## src/rtl/pipelined_barrel_shifter_if.sv

```systemverilog
// Handshake bundle for the pipelined barrel shifter.
// The master side (issue logic / consumer) drives operands and out_ready;
// the slave side (the shifter) drives in_ready and the result.
interface pipelined_barrel_shifter_if #(
    parameter int WIDTH = 32
);
    localparam int SHAMT_W = $clog2(WIDTH);

    logic               in_valid;
    logic               in_ready;
    logic [WIDTH-1:0]   in_data;
    logic [SHAMT_W-1:0] in_shamt;
    logic [1:0]         in_op;
    logic               out_valid;
    logic               out_ready;
    logic [WIDTH-1:0]   out_data;
    logic               out_carry;
    logic               out_zero;

    modport master (
        output in_valid, in_data, in_shamt, in_op, out_ready,
        input  in_ready, out_valid, out_data, out_carry, out_zero
    );

    modport slave (
        input  in_valid, in_data, in_shamt, in_op, out_ready,
        output in_ready, out_valid, out_data, out_carry, out_zero
    );
endinterface

```

## src/rtl/pipelined_barrel_shifter.sv

```systemverilog
// Pipelined barrel shifter: SLL / SRL / SRA / ROR over the full shift range.
// Mux level k shifts by 2^k when shamt[k] is set; levels run LSB-first and a
// register follows every REG_EVERY levels plus the final level, so
// LATENCY = ceil(SHAMT_W / REG_EVERY). The whole pipe stalls while the output
// holds an unaccepted result.
// Optional feature: define SHIFTER_FLAGS_EN to get out_carry / out_zero;
// otherwise both are tied to 0 and the flag logic is not built.
module pipelined_barrel_shifter #(
    parameter int WIDTH     = 32,
    parameter int REG_EVERY = 2
) (
    input  logic                       clk,
    input  logic                       rst,
    pipelined_barrel_shifter_if.slave  bus
);
    localparam int SHAMT_W = $clog2(WIDTH);
    localparam int LATENCY = (SHAMT_W + REG_EVERY - 1) / REG_EVERY;

    logic advance;

    // Inputs seen by each pipeline stage: index 0 is the bus, index s>0 is
    // the register bank that follows stage s-1.
    logic               stg_valid [LATENCY];
    logic [WIDTH-1:0]   stg_data  [LATENCY];
    logic [SHAMT_W-1:0] stg_shamt [LATENCY];
    logic [1:0]         stg_op    [LATENCY];
`ifdef SHIFTER_FLAGS_EN
    logic               stg_carry [LATENCY];
`endif

    // A held, unaccepted output freezes every stage; bubbles are not squeezed.
    assign advance      = !(bus.out_valid && !bus.out_ready);
    assign bus.in_ready = advance;

    assign stg_valid[0] = bus.in_valid;
    assign stg_data[0]  = bus.in_data;
    assign stg_shamt[0] = bus.in_shamt;
    assign stg_op[0]    = bus.in_op;
`ifdef SHIFTER_FLAGS_EN
    assign stg_carry[0] = 1'b0;
`endif

    genvar gi;

    // Mux levels. The first level of each stage reads the stage input,
    // later levels chain from the previous level's result.
    generate
        for (gi = 0; gi < SHAMT_W; gi++) begin : g_level
            localparam int S = gi / REG_EVERY;
            localparam int A = 1 << gi;

            logic [WIDTH-1:0] cur;
            logic [WIDTH-1:0] res;
`ifdef SHIFTER_FLAGS_EN
            logic             cur_carry;
            logic             res_carry;
`endif

            if (gi % REG_EVERY == 0) begin : g_head
                assign cur = stg_data[S];
`ifdef SHIFTER_FLAGS_EN
                assign cur_carry = stg_carry[S];
`endif
            end else begin : g_chain
                assign cur = g_level[gi-1].res;
`ifdef SHIFTER_FLAGS_EN
                assign cur_carry = g_level[gi-1].res_carry;
`endif
            end

            // One shift-by-2^k level. The carry is the last bit pushed out by
            // the highest active level, which equals data[WIDTH-shamt] (left)
            // or data[shamt-1] (right). For ROR, cur[A-1] is the new MSB, and
            // the last active level fixes the final MSB, so the same tap
            // yields "result MSB" with 0 left in place when shamt = 0.
            always_comb begin
                res = cur;
`ifdef SHIFTER_FLAGS_EN
                res_carry = cur_carry;
`endif
                if (stg_shamt[S][gi]) begin
                    case (stg_op[S])
                        2'b00:   res = {cur[WIDTH-1-A:0], {A{1'b0}}};
                        2'b01:   res = {{A{1'b0}}, cur[WIDTH-1:A]};
                        2'b10:   res = {{A{cur[WIDTH-1]}}, cur[WIDTH-1:A]};
                        default: res = {cur[A-1:0], cur[WIDTH-1:A]};
                    endcase
`ifdef SHIFTER_FLAGS_EN
                    res_carry = (stg_op[S] == 2'b00) ? cur[WIDTH-A] : cur[A-1];
`endif
                end
            end
        end
    endgenerate

    // Pipeline registers: one bank after each group of REG_EVERY levels.
    generate
        for (gi = 0; gi < LATENCY; gi++) begin : g_stage
            localparam int LAST = ((gi + 1) * REG_EVERY < SHAMT_W) ?
                                  ((gi + 1) * REG_EVERY - 1) : (SHAMT_W - 1);

            logic             valid_q;
            logic [WIDTH-1:0] data_q;
            logic [WIDTH-1:0] data_d;
`ifdef SHIFTER_FLAGS_EN
            logic             carry_q;
            logic             carry_d;
            assign carry_d = g_level[LAST].res_carry;
`endif
            assign data_d = g_level[LAST].res;

            // Capture this stage's shifted data and valid whenever the pipe moves.
            always_ff @(posedge clk) begin
                if (rst) begin
                    valid_q <= 1'b0;
                    data_q  <= '0;
`ifdef SHIFTER_FLAGS_EN
                    carry_q <= 1'b0;
`endif
                end else if (advance) begin
                    valid_q <= stg_valid[gi];
                    data_q  <= data_d;
`ifdef SHIFTER_FLAGS_EN
                    carry_q <= carry_d;
`endif
                end
            end

            if (gi < LATENCY - 1) begin : g_fwd
                logic [SHAMT_W-1:0] shamt_q;
                logic [1:0]         op_q;
                logic               unused_lo;

                // Shift amount and op travel alongside the data for later levels.
                always_ff @(posedge clk) begin
                    if (rst) begin
                        shamt_q <= '0;
                        op_q    <= 2'b00;
                    end else if (advance) begin
                        shamt_q <= stg_shamt[gi];
                        op_q    <= stg_op[gi];
                    end
                end

                // Bits already consumed by earlier levels are not looked at again.
                assign unused_lo = ^shamt_q[(gi+1)*REG_EVERY-1:0];

                assign stg_valid[gi+1] = valid_q;
                assign stg_data[gi+1]  = data_q;
                assign stg_shamt[gi+1] = shamt_q;
                assign stg_op[gi+1]    = op_q;
`ifdef SHIFTER_FLAGS_EN
                assign stg_carry[gi+1] = carry_q;
`endif
            end
        end
    endgenerate

    assign bus.out_valid = g_stage[LATENCY-1].valid_q;
    assign bus.out_data  = g_stage[LATENCY-1].data_q;

`ifdef SHIFTER_FLAGS_EN
    logic out_zero_q;

    // Zero flag is registered alongside the final data so it stalls with it.
    always_ff @(posedge clk) begin
        if (rst) begin
            out_zero_q <= 1'b0;
        end else if (advance) begin
            out_zero_q <= (g_level[SHAMT_W-1].res == '0);
        end
    end

    assign bus.out_carry = g_stage[LATENCY-1].carry_q;
    assign bus.out_zero  = out_zero_q;
`else
    assign bus.out_carry = 1'b0;
    assign bus.out_zero  = 1'b0;
`endif
endmodule

```

## src/flat_wrapper.sv

```systemverilog
// flat-port wrapper written by rule: the top's interface ports become plain ports
module pipelined_barrel_shifter_flat 
#(
    parameter int WIDTH     = 32,
    parameter int REG_EVERY = 2
)
  (clk, rst, bus_in_valid, bus_in_data, bus_in_shamt, bus_in_op, bus_out_ready, bus_in_ready, bus_out_valid, bus_out_data, bus_out_carry, bus_out_zero);
  pipelined_barrel_shifter_if #(.WIDTH(WIDTH)) bus_i ();
  input  logic clk;
  input  logic rst;
  input wire logic [$bits(bus_i.in_valid)-1:0] bus_in_valid;
  input wire logic [$bits(bus_i.in_data)-1:0] bus_in_data;
  input wire logic [$bits(bus_i.in_shamt)-1:0] bus_in_shamt;
  input wire logic [$bits(bus_i.in_op)-1:0] bus_in_op;
  input wire logic [$bits(bus_i.out_ready)-1:0] bus_out_ready;
  output wire logic [$bits(bus_i.in_ready)-1:0] bus_in_ready;
  output wire logic [$bits(bus_i.out_valid)-1:0] bus_out_valid;
  output wire logic [$bits(bus_i.out_data)-1:0] bus_out_data;
  output wire logic [$bits(bus_i.out_carry)-1:0] bus_out_carry;
  output wire logic [$bits(bus_i.out_zero)-1:0] bus_out_zero;
  assign bus_i.in_valid = bus_in_valid;
  assign bus_i.in_data = bus_in_data;
  assign bus_i.in_shamt = bus_in_shamt;
  assign bus_i.in_op = bus_in_op;
  assign bus_i.out_ready = bus_out_ready;
  assign bus_in_ready = bus_i.in_ready;
  assign bus_out_valid = bus_i.out_valid;
  assign bus_out_data = bus_i.out_data;
  assign bus_out_carry = bus_i.out_carry;
  assign bus_out_zero = bus_i.out_zero;
  pipelined_barrel_shifter #(.WIDTH(WIDTH), .REG_EVERY(REG_EVERY)) u_core (.clk(clk), .rst(rst), .bus(bus_i));
endmodule
```

## config.mk

```make
export PLATFORM = sky130hd
export DESIGN_NAME = pipelined_barrel_shifter_flat
export DESIGN_NICKNAME = d
export VERILOG_FILES = /design/src/rtl/pipelined_barrel_shifter_if.sv /design/src/rtl/pipelined_barrel_shifter.sv /design/src/flat_wrapper.sv
export SDC_FILE = /design/constraint.sdc
export NUM_CORES = 1
export LEC_CHECK = 0
export ABC_CLOCK_PERIOD_IN_PS = 4400
export CAP_MARGIN = 10
export CORE_AREA = 2 2 151 153
export DETAILED_ROUTE_END_ITERATION = 8
export DIE_AREA = 0 0 153 155
export SYNTH_ARGS = -nofsm -noshare
export SYNTH_HDL_FRONTEND = slang
export SYNTH_SLANG_ARGS = --single-unit
```

## constraint.sdc

```tcl
create_clock -name clk -period 4.4 [get_ports clk]
set_input_delay 0.88 -clock clk [delete_from_list [all_inputs] [get_ports clk]]
set_output_delay 0.88 -clock clk [all_outputs]
set_load 0.02 [all_outputs]
```

# == Word-level counts from Yosys, hierarchy flattened ==
# Index checks and enable logic that the tools add are counted.
# totals
mem_count,0
word_cells,32
inputBits,43
latch_bits,0
ram_bits,0
ff_bits,113
out_inout_bits,36
mem_bits_ro,0
# classes
mux,10
reduce_logical,6
order_cmp,0
n_mul,0
div_mod_pow,0
eq_ne,6
n_bitwise,0
n_addsub,0
shift,0
# op_table
operator,count
32-bit case mux with 3 select lines,5
32-bit two-way mux,5
2-bit by 1-bit equality test with 1-bit output (second input constant),3
2-bit equality test (second input constant),3
2-bit zero test,3
1-bit zero test,2
1-bit logical AND,1

# == Logic depth before layout (Yosys ltp) ==
# Gate-level depths: netlist (run 1).
# logic_depth
ltp_word,5
depth_mapped,8

# == Least setup slack after synthesis (run 1) ==
# OpenSTA, ideal clock, no wires.
# synth_timing
path_kind,input-to-output
start,input bus_out_ready
end,output bus_in_ready
setup_slack_ns,1.618
t_arrival_ns,1.902
stages,6
n_path_buf,4
t_required_ns,3.520
path_cell_list,nor2b_1 -> clkbuf_1 -> inv_2 -> buf_2 -> buf_2 -> buf_1
# synth_via
elab_chain_cells,3
# synth_rtl
item,line_no,source
start: declaration,flat_wrapper.sv:15,input wire logic [$bits(bus_i.out_ready)-1:0] bus_out_ready;
1-bit zero test,pipelined_barrel_shifter.sv:32,assign advance = !(bus.out_valid && !bus.out_ready);
1-bit logical AND,pipelined_barrel_shifter.sv:32,
1-bit zero test,pipelined_barrel_shifter.sv:32,
end: declaration,flat_wrapper.sv:16,output wire logic [$bits(bus_i.in_ready)-1:0] bus_in_ready;
# Every way passes these cells.

# == Worst setup path in the final report (run 1) ==
# Ends and elaborated chain as after synthesis.

==> summary.md, run 1 <==
| Metric | Value |
|---|---|
| CTS sink cnt | 107 |
| Worst skew pair latency | 0.37 ns |
| Sw Share | 32.58% |
| List of most frequent post-synthesis cells | a21oi_1, nor2_1, dfxtp_1 |
| # diodes | 0 |
| CP max stage delay | about 0.66 ns |
| Worst-path clk slew | 0.07 ns |
| Register bit total from synthesis | ~110 |
| Clock share of power | about 32% |
| Adder-cell share of the synthesized area | 0% |
| Die width | 153 µm |
| Remaining antenna violation count | 0 |
| Core ar. | between 20,000 and 25,000 µm² |
| Ys flop type | dfxtp_1 |
| FP Rows | 55 |
| Critical Path Source | bus_out_ready |
| Synth Warn # | 0 |
| Detailed-route wire length | around 24,000 µm |
| Setup TNS | 0 ns |
| Final setup viols | 0 |
| First-pass iteration count of the detailed router | 5 |
| CP max-delay cell | clkdlybuf4s50_1 |
| Synth top area cells | dfxtp_1, a21oi_1, nor2_1 |
| Avg Cell Area, Syn | 7.588 µm² |
| CTS tree | built |
| Sequential share of power | 43.8% |
| Post-Syn Area | roughly 7600 µm² |
| Number of I/O pins | 79 |
| Static leakage | 2.944 nW |
| Mux cell area share after synthesis | around 10% |
| CP required | about 3.5 ns |
| Layout area overhead | 13.68% |
| Max H-tree Level | 3 |
| CTS Buf Count | 9 |
| RSZ-0062 raised after global routing | false |
| Die height | between 150 and 200 µm |
| Slew Viols, Final | 0 |
| Vias | 7,640 |
| Antenna violations before repair | 0 |
| Avg Vias per Cell | approximately 6 |
| Top cell type's share of synthesized area | 28.32% |
| Vias in the first global route | ~6,800 |
| Overflow after GRT | 0 |
| Port bufs | between 70 and 80 |
| Worst-Margin Slew | 1.150 ns |
| Type of the worst min-delay path | reg -> reg |
| Period utilization | between 70% and 80% |
| Sequential area share after synthesis | between 20 and 30% |
| Status | finished, final reports clean |
| Post-CTS Setup Repair Bufs | 0 |
| DR iter-0 viols | a little over 600 |
| Reg2reg start | u_core.g_stage[1].g_fwd.shamt_q[4] |
| Logic pwr share | approximately a quarter |
| Number of flops mapped to enable cells by yosys | 0 |
| Simple-gate portion of the synthesized area | 18.95% |
| Final hold vios | 0 |
| Crit path top cell by count | clkdlybuf4s50_1 |
| Max transition margin | around 23% |
| Combinational family with the most area after synthesis | compound AO/OA/AOI/OAI gates |
| Pwr dens | ~310 nW/µm² |
| Post-layout util | 38.69% |
| Number of hold buffers added after cts | 0 |
| Wire per inst | approximately 19 µm |
| Arrival time worst endpoint | around 2.4 ns |
| Psw | roughly 0.87 mW |
| Global-route wire length before repair | roughly 38,000 µm |
| Largest net degree at the start of global routing | 76 |
| Post-synthesis instance total | between 900 and 1,000 |
| Initial Utilization | between 30% and 40% |
| CP Class | in -> out |
| Clk Tree Root Cell | clkbuf_16 |
| Max Cap Violations | 0 |
| Post-DP HPWL | between 15,000 and 20,000 µm |
| Internal | between 1.5 and 2 mW |
| Fmax | between 300 and 400 MHz |
| Async SR Flop Fraction | 0% |
| Clk buf depth | 2 |
| GRT Util Overall | between 10% and 20% |
| Residual DRC | 0 |
| Compound-Gate Fraction of Synth Area | 33.82% |
| CP Capture Type | primary output |
| Post-CTS sizing | 0 |
| Layout cells sized above 1 | 8.040% |
| GPL Wtd Cong | 0.8980 |
| Largest area contributor in the netlist | dfxtp_1 |
| Final Power | approximately 2.7 mW |
| Critical-path cell list | clkdlybuf4s50_1, nor2b_4, inv_4, clkdlybuf4s50_1 |
| Die Area | about 24,000 µm² |
| Minimum clock period | roughly 3.2 ns |
| Netlist cell types | 66 |
| Peak VDD IR | approximately 0.00015 V |
| Nets | just over 1,000 |
| Startpoint types | input pin |
| Skew final | between 0.01 and 0.015 ns |
| HP Start | u_core.g_stage[0].valid_q |
| Count leader, synth | a21oi_1 |
| Synth Area in XOR/XNOR | less than 1% |
| CP Max Fanout | 25 |
## worst paths after layout
path / cells past startpoint / slack, ns / to
worst max-delay path: 4 / 1.17 / bus_in_ready
worst max register to register: 5 / 1.69 / u_core.bus.out_data[0]
worst min register to register: 2 / 0.45 / u_core.g_stage[0].valid_q
worst min-delay path: 2 / 0.45 / u_core.g_stage[0].valid_q
## power groups by stage
stage / Sequential (mW) / Clock, mW / Combinational (mW)
floorplan: 1.15 / 0 / 0.440
global route: 1.18 / 0.911 / 0.693
finish: 1.17 / 0.862 / 0.636
detailed placement: 1.19 / 0 / 0.631
CTS: 1.16 / 0.875 / 0.633
global placement: 1.18 / 0 / 0.625
## area by class of cell
class / instances / area (µm²)
inverters: 30 / 115.1
multi-input cells: 749 / 4797
clock buffers: 10 / 239.0
clock inverters: 6 / 72.57
well taps: 285 / 356.6
fillers: 2296 / 13630
flip-flops and latches: 107 / 2143
repair buffers: 93 / 875.8
## sequential cells by signal, summed over array words and instances, names as in the netlist
name	flops
u_core.bus.out_valid	1
u_core.g_stage.g_fwd.op_q	4
u_core.g_stage.valid_q	2
u_core.g_level.cur	64
u_core.bus.out_data	32
u_core.g_stage.g_fwd.shamt_q	4
## layer usage
layer / part of all wire (%) / wire length [µm] / GRT usage [%] / vias to the layer above
met5: 0 / 0 / 0 / -
met4: 2.2 / 527 / 6.481 / 0
met3: 6.2 / 1483 / 2.618 / 28
met2: 45 / 10780 / 30.39 / 287
met1: 47 / 11180 / 27.86 / 3621
li1: - / - / - / 3704
## cell usage in the layout, fill, tap and decap left out, types with 6 or more instances in the layout
master | synthesis | routed
o22ai_1 | 10 | 10
o21ai_0 | 44 | 44
mux2i_1 | 33 | 33
nor2_1 | 116 | 116
mux4_2 | 19 | 19
nand3_1 | 21 | 21
a21oi_1 | 135 | 135
buf_4 | 6 | 18
a211oi_1 | 29 | 29
o211ai_1 | 39 | 39
a311oi_1 | 24 | 24
dfxtp_1 | 107 | 106
a311o_1 | 6 | 6
a221oi_1 | 19 | 19
clkdlybuf4s50_1 | 0 | 73
a31oi_1 | 10 | 10
inv_1 | 28 | 28
or3b_2 | 11 | 11
a2111oi_0 | 8 | 8
nor3_1 | 37 | 37
nand2_1 | 73 | 73
nand2b_1 | 19 | 19
clkbuf_16 | 0 | 9
o21a_1 | 26 | 26
## worst max-delay path, delay by kind of cell
family / cells / cell delay (ns)
and+or+nand+nor: 1 / 0.06
buffers and inverters: 3 / 1.40
## per-stage QoR
stage / cell area, µm² / std cells / hold slack [ns] / setup slack [ns]
detailed placement: 8288 / 1264 / 0.4436 / 1.155
finish: 8600 / 1280 / 0.4509 / 1.166
CTS: 8600 / 1280 / 0.4531 / 1.152
global placement: 8288 / 1264 / 0.4413 / 1.150
floorplan: 7569 / 998 / 0.4321 / 1.618
global route: 8600 / 1280 / 0.4669 / 1.094
## cells by family after synthesis
kind of cell	after synthesis
xor+xnor	1
flops	107
other cells	1
buf+inv	142
mux	54
simple gates	305
compound gates	387
Note: power is estimated with default switching activity, not from simulation.
==> inputs of run 2 (changes only) <==
--- a/config.mk
+++ b/config.mk
@@ -5,7 +5,7 @@
 export SDC_FILE = /design/constraint.sdc
 export NUM_CORES = 1
 export LEC_CHECK = 0
-export ABC_CLOCK_PERIOD_IN_PS = 4400
+export ABC_CLOCK_PERIOD_IN_PS = 2900
 export CAP_MARGIN = 10
 export CORE_AREA = 2 2 151 153
 export DETAILED_ROUTE_END_ITERATION = 8
==> constraint.sdc (replaced) <==
create_clock -name clk -period 2.9 [get_ports clk]
set_input_delay 0.58 -clock clk [delete_from_list [all_inputs] [get_ports clk]]
set_output_delay 0.58 -clock clk [all_outputs]
set_load 0.02 [all_outputs]
==> summary.md, run 2 (synthesis gave the netlist of run 1 again) <==
| Metric | Value |
|---|---|
| Post-Place Worst Slack | 0.1979 ns (-0.9571 ns) |
| Crit path buf inv count | 3 (unchanged) |
| Fin area | 8808 µm² (+2.4%) |
| Fmax | slightly below 400 MHz |
| Arrival time worst endpoint | 1.95 ns (-0.40 ns) |
| Residual DRC | 0 (unchanged) |
| CP Max Fanout | 13 (-48%) |
| CP required | 2.32 ns (-1.20 ns) |
| Skew final | 0.01388 ns (+0.0008366 ns) |
| GRT Util Overall | 20.22% (+0.72 points) |
| Post-CTS sizing | 0 (unchanged) |
| CP Capture Type | primary output |
| Overflow after GRT | 0 (unchanged) |
| Layout area overhead | 16.44% |
| Max H-tree Level | 3 (unchanged) |
| CP max stage delay | 0.63 ns (-0.03 ns) |
| Kind of cell adding the most delay to the critical path | buffers and inverters |
| Number of hold buffers added after cts | 0 (unchanged) |
| Vias in the first global route | 6,882 (+1.3%) |
| Avg Vias per Cell | 6.010 (+0.69%) |
| Wire per inst | 18.92 µm (+1.1%) |
| Final hold vios | 0 (unchanged) |
| Period utilization | between 80% and 90% |
| Vias | 7,819 (+2.3%) |
| Type of the worst min-delay path | reg -> reg |
| Remaining antenna violation count | 0 (unchanged) |
| CTS sink cnt | 107 (unchanged) |
| Status | finished, final reports clean |
| GPL Wtd Cong | 0.9003 (+0.26%) |
| CTS Buf Count | 9 (unchanged) |
| Most common cell after layout, fill and taps aside | a21oi_1 |
| Max transition margin | 36.27% (+13 points) |
| Post-DP Area | 8508 µm² (+2.7%) |
| Static leakage | 3.061 nW (+4.0%) |
| Crit path top cell by count | clkdlybuf4s50_1 |
| Port bufs | 76 (unchanged) |
| Nets | 1,054 (+2.0%) |
| Core ar. | 22,230 µm² (unchanged) |
| Clk Tree Root Cell | clkbuf_16 |
| FP Rows | 55 (unchanged) |
| Global-route wire length before repair | 39,270 µm (+3.4%) |
| Fill cells | 2,294 (-0.087%) |
| Setup TNS | 0 ns (unchanged) |
| Worst skew pair latency | 0.37 ns (about the same) |
| Final setup viols | 0 (unchanged) |
| Pwr dens | 458.3 nW/µm² (+48%) |
| Post-DP HPWL | 17,390 µm (+6.2%) |
| RSZ-0062 raised after global routing | false |
| Commonest cells after routing, fill and taps aside | a21oi_1, nor2_1, dfxtp_1, nand2_1, clkdlybuf4s50_1 |
| Worst-path clk slew | 0.08 ns (about the same) |
| Slew Viols, Final | 0 (unchanged) |
| Minimum clock period | roughly 2.5 ns |
| Max Cap Violations | 0 (unchanged) |
| Critical-path cell list | clkdlybuf4s50_1, nor2b_4, inv_4, clkdlybuf4s50_1 |
| Antenna violations before repair | 0 (unchanged) |
| Detailed-route wire length | 24,620 µm (+2.7%) |
| Worst Setup Slack, final | 0.3689 ns (-0.7974 ns) |
| Post-CTS Setup Repair Bufs | 0 (unchanged) |
| DR iter-0 viols | 646 (+6.6%) |
| First-pass iteration count of the detailed router | 5 (unchanged) |
| Layout cells sized above 1 | 9.941% (+1.9 points) |
| Clk buf depth | 2 (unchanged) |
| Die height | 155 µm (unchanged) |
| Startpoint types | input pin |
| Die width | 153 µm (unchanged) |
| Register area | 2143 µm² (unchanged) |
| Area occupied by multi-input gates | 4797 µm² (unchanged) |
| CP Class | in -> out |
| Die Area | 23,720 µm² (unchanged) |
| CP max-delay cell | clkdlybuf4s50_1 |
| Number of I/O pins | 79 (unchanged) |
| Peak VDD IR | 0.0002507 V (+67%) |
| CTS tree | built |
| # diodes | 0 (unchanged) |
| Largest net degree at the start of global routing | 89 (+17%) |
| Initial Utilization | 34.03% (unchanged) |
| Max reg flops | 64 (unchanged) |
| Worst-Margin Slew | 0.9559 ns (-0.1945 ns) |
[run 2: final timing paths]
check	startpoint	endpoint	slack, ns	cells after the start
max	bus_out_ready	bus_in_ready	0.37	4
max reg2reg	u_core.g_stage[0].g_fwd.op_q[1]	u_core.g_level[4].cur[27]	0.55	5
min reg2reg	u_core.bus.out_data[22]	u_core.bus.out_data[22]	0.46	2
min	u_core.bus.out_data[22]	u_core.bus.out_data[22]	0.46	2
[run 2: metrics by stage]
stage               hold slack (ns)  util, %  cells  total power [mW]
floorplan                    0.4321        -    998             2.414
global placement             0.4399    38.28   1285             2.786
detailed placement           0.4451    38.28   1285             2.796
CTS                          0.4553    39.63   1301             4.049
global route                 0.4711    39.63   1301             4.238
finish                       0.4552    39.63   1301             4.037
[run 2: tightest hold or removal path: stages, from the launching register on]
cell and delay, ns:
dfxtp_1 0.32, nand2_1 0.05, a21oi_1 0.05
[run 2: layout make-up]
class	count	share of cell area (%)
multi-input combinational	749	54.46
timing repair buffer	114	12.44
clock buffer	9	2.557
inverter	30	1.307
sequential	107	24.33
clock inverter	7	0.8523
tap	285	4.048
[run 2: report_power, final]
part	leakage [nW]	switching, mW	internal, mW	total, mW
clock	0.145	0.644	0.616	1.26
combinational	2.03	0.556	0.458	1.01
sequential	0.883	0.171	1.59	1.76
total	3.06	1.37	2.66	4.04
[run 2: routing by layer]
| layer | track usage (%) | routed length, µm | vias up |
|---|---|---|---|
| met4 | 4.497 | 333 | 0 |
| met3 | 2.702 | 1299 | 35 |
| met5 | 0 | 0 | - |
| met2 | 32.56 | 11430 | 285 |
| met1 | 28.94 | 11550 | 3765 |
| li1 | - | - | 3734 |
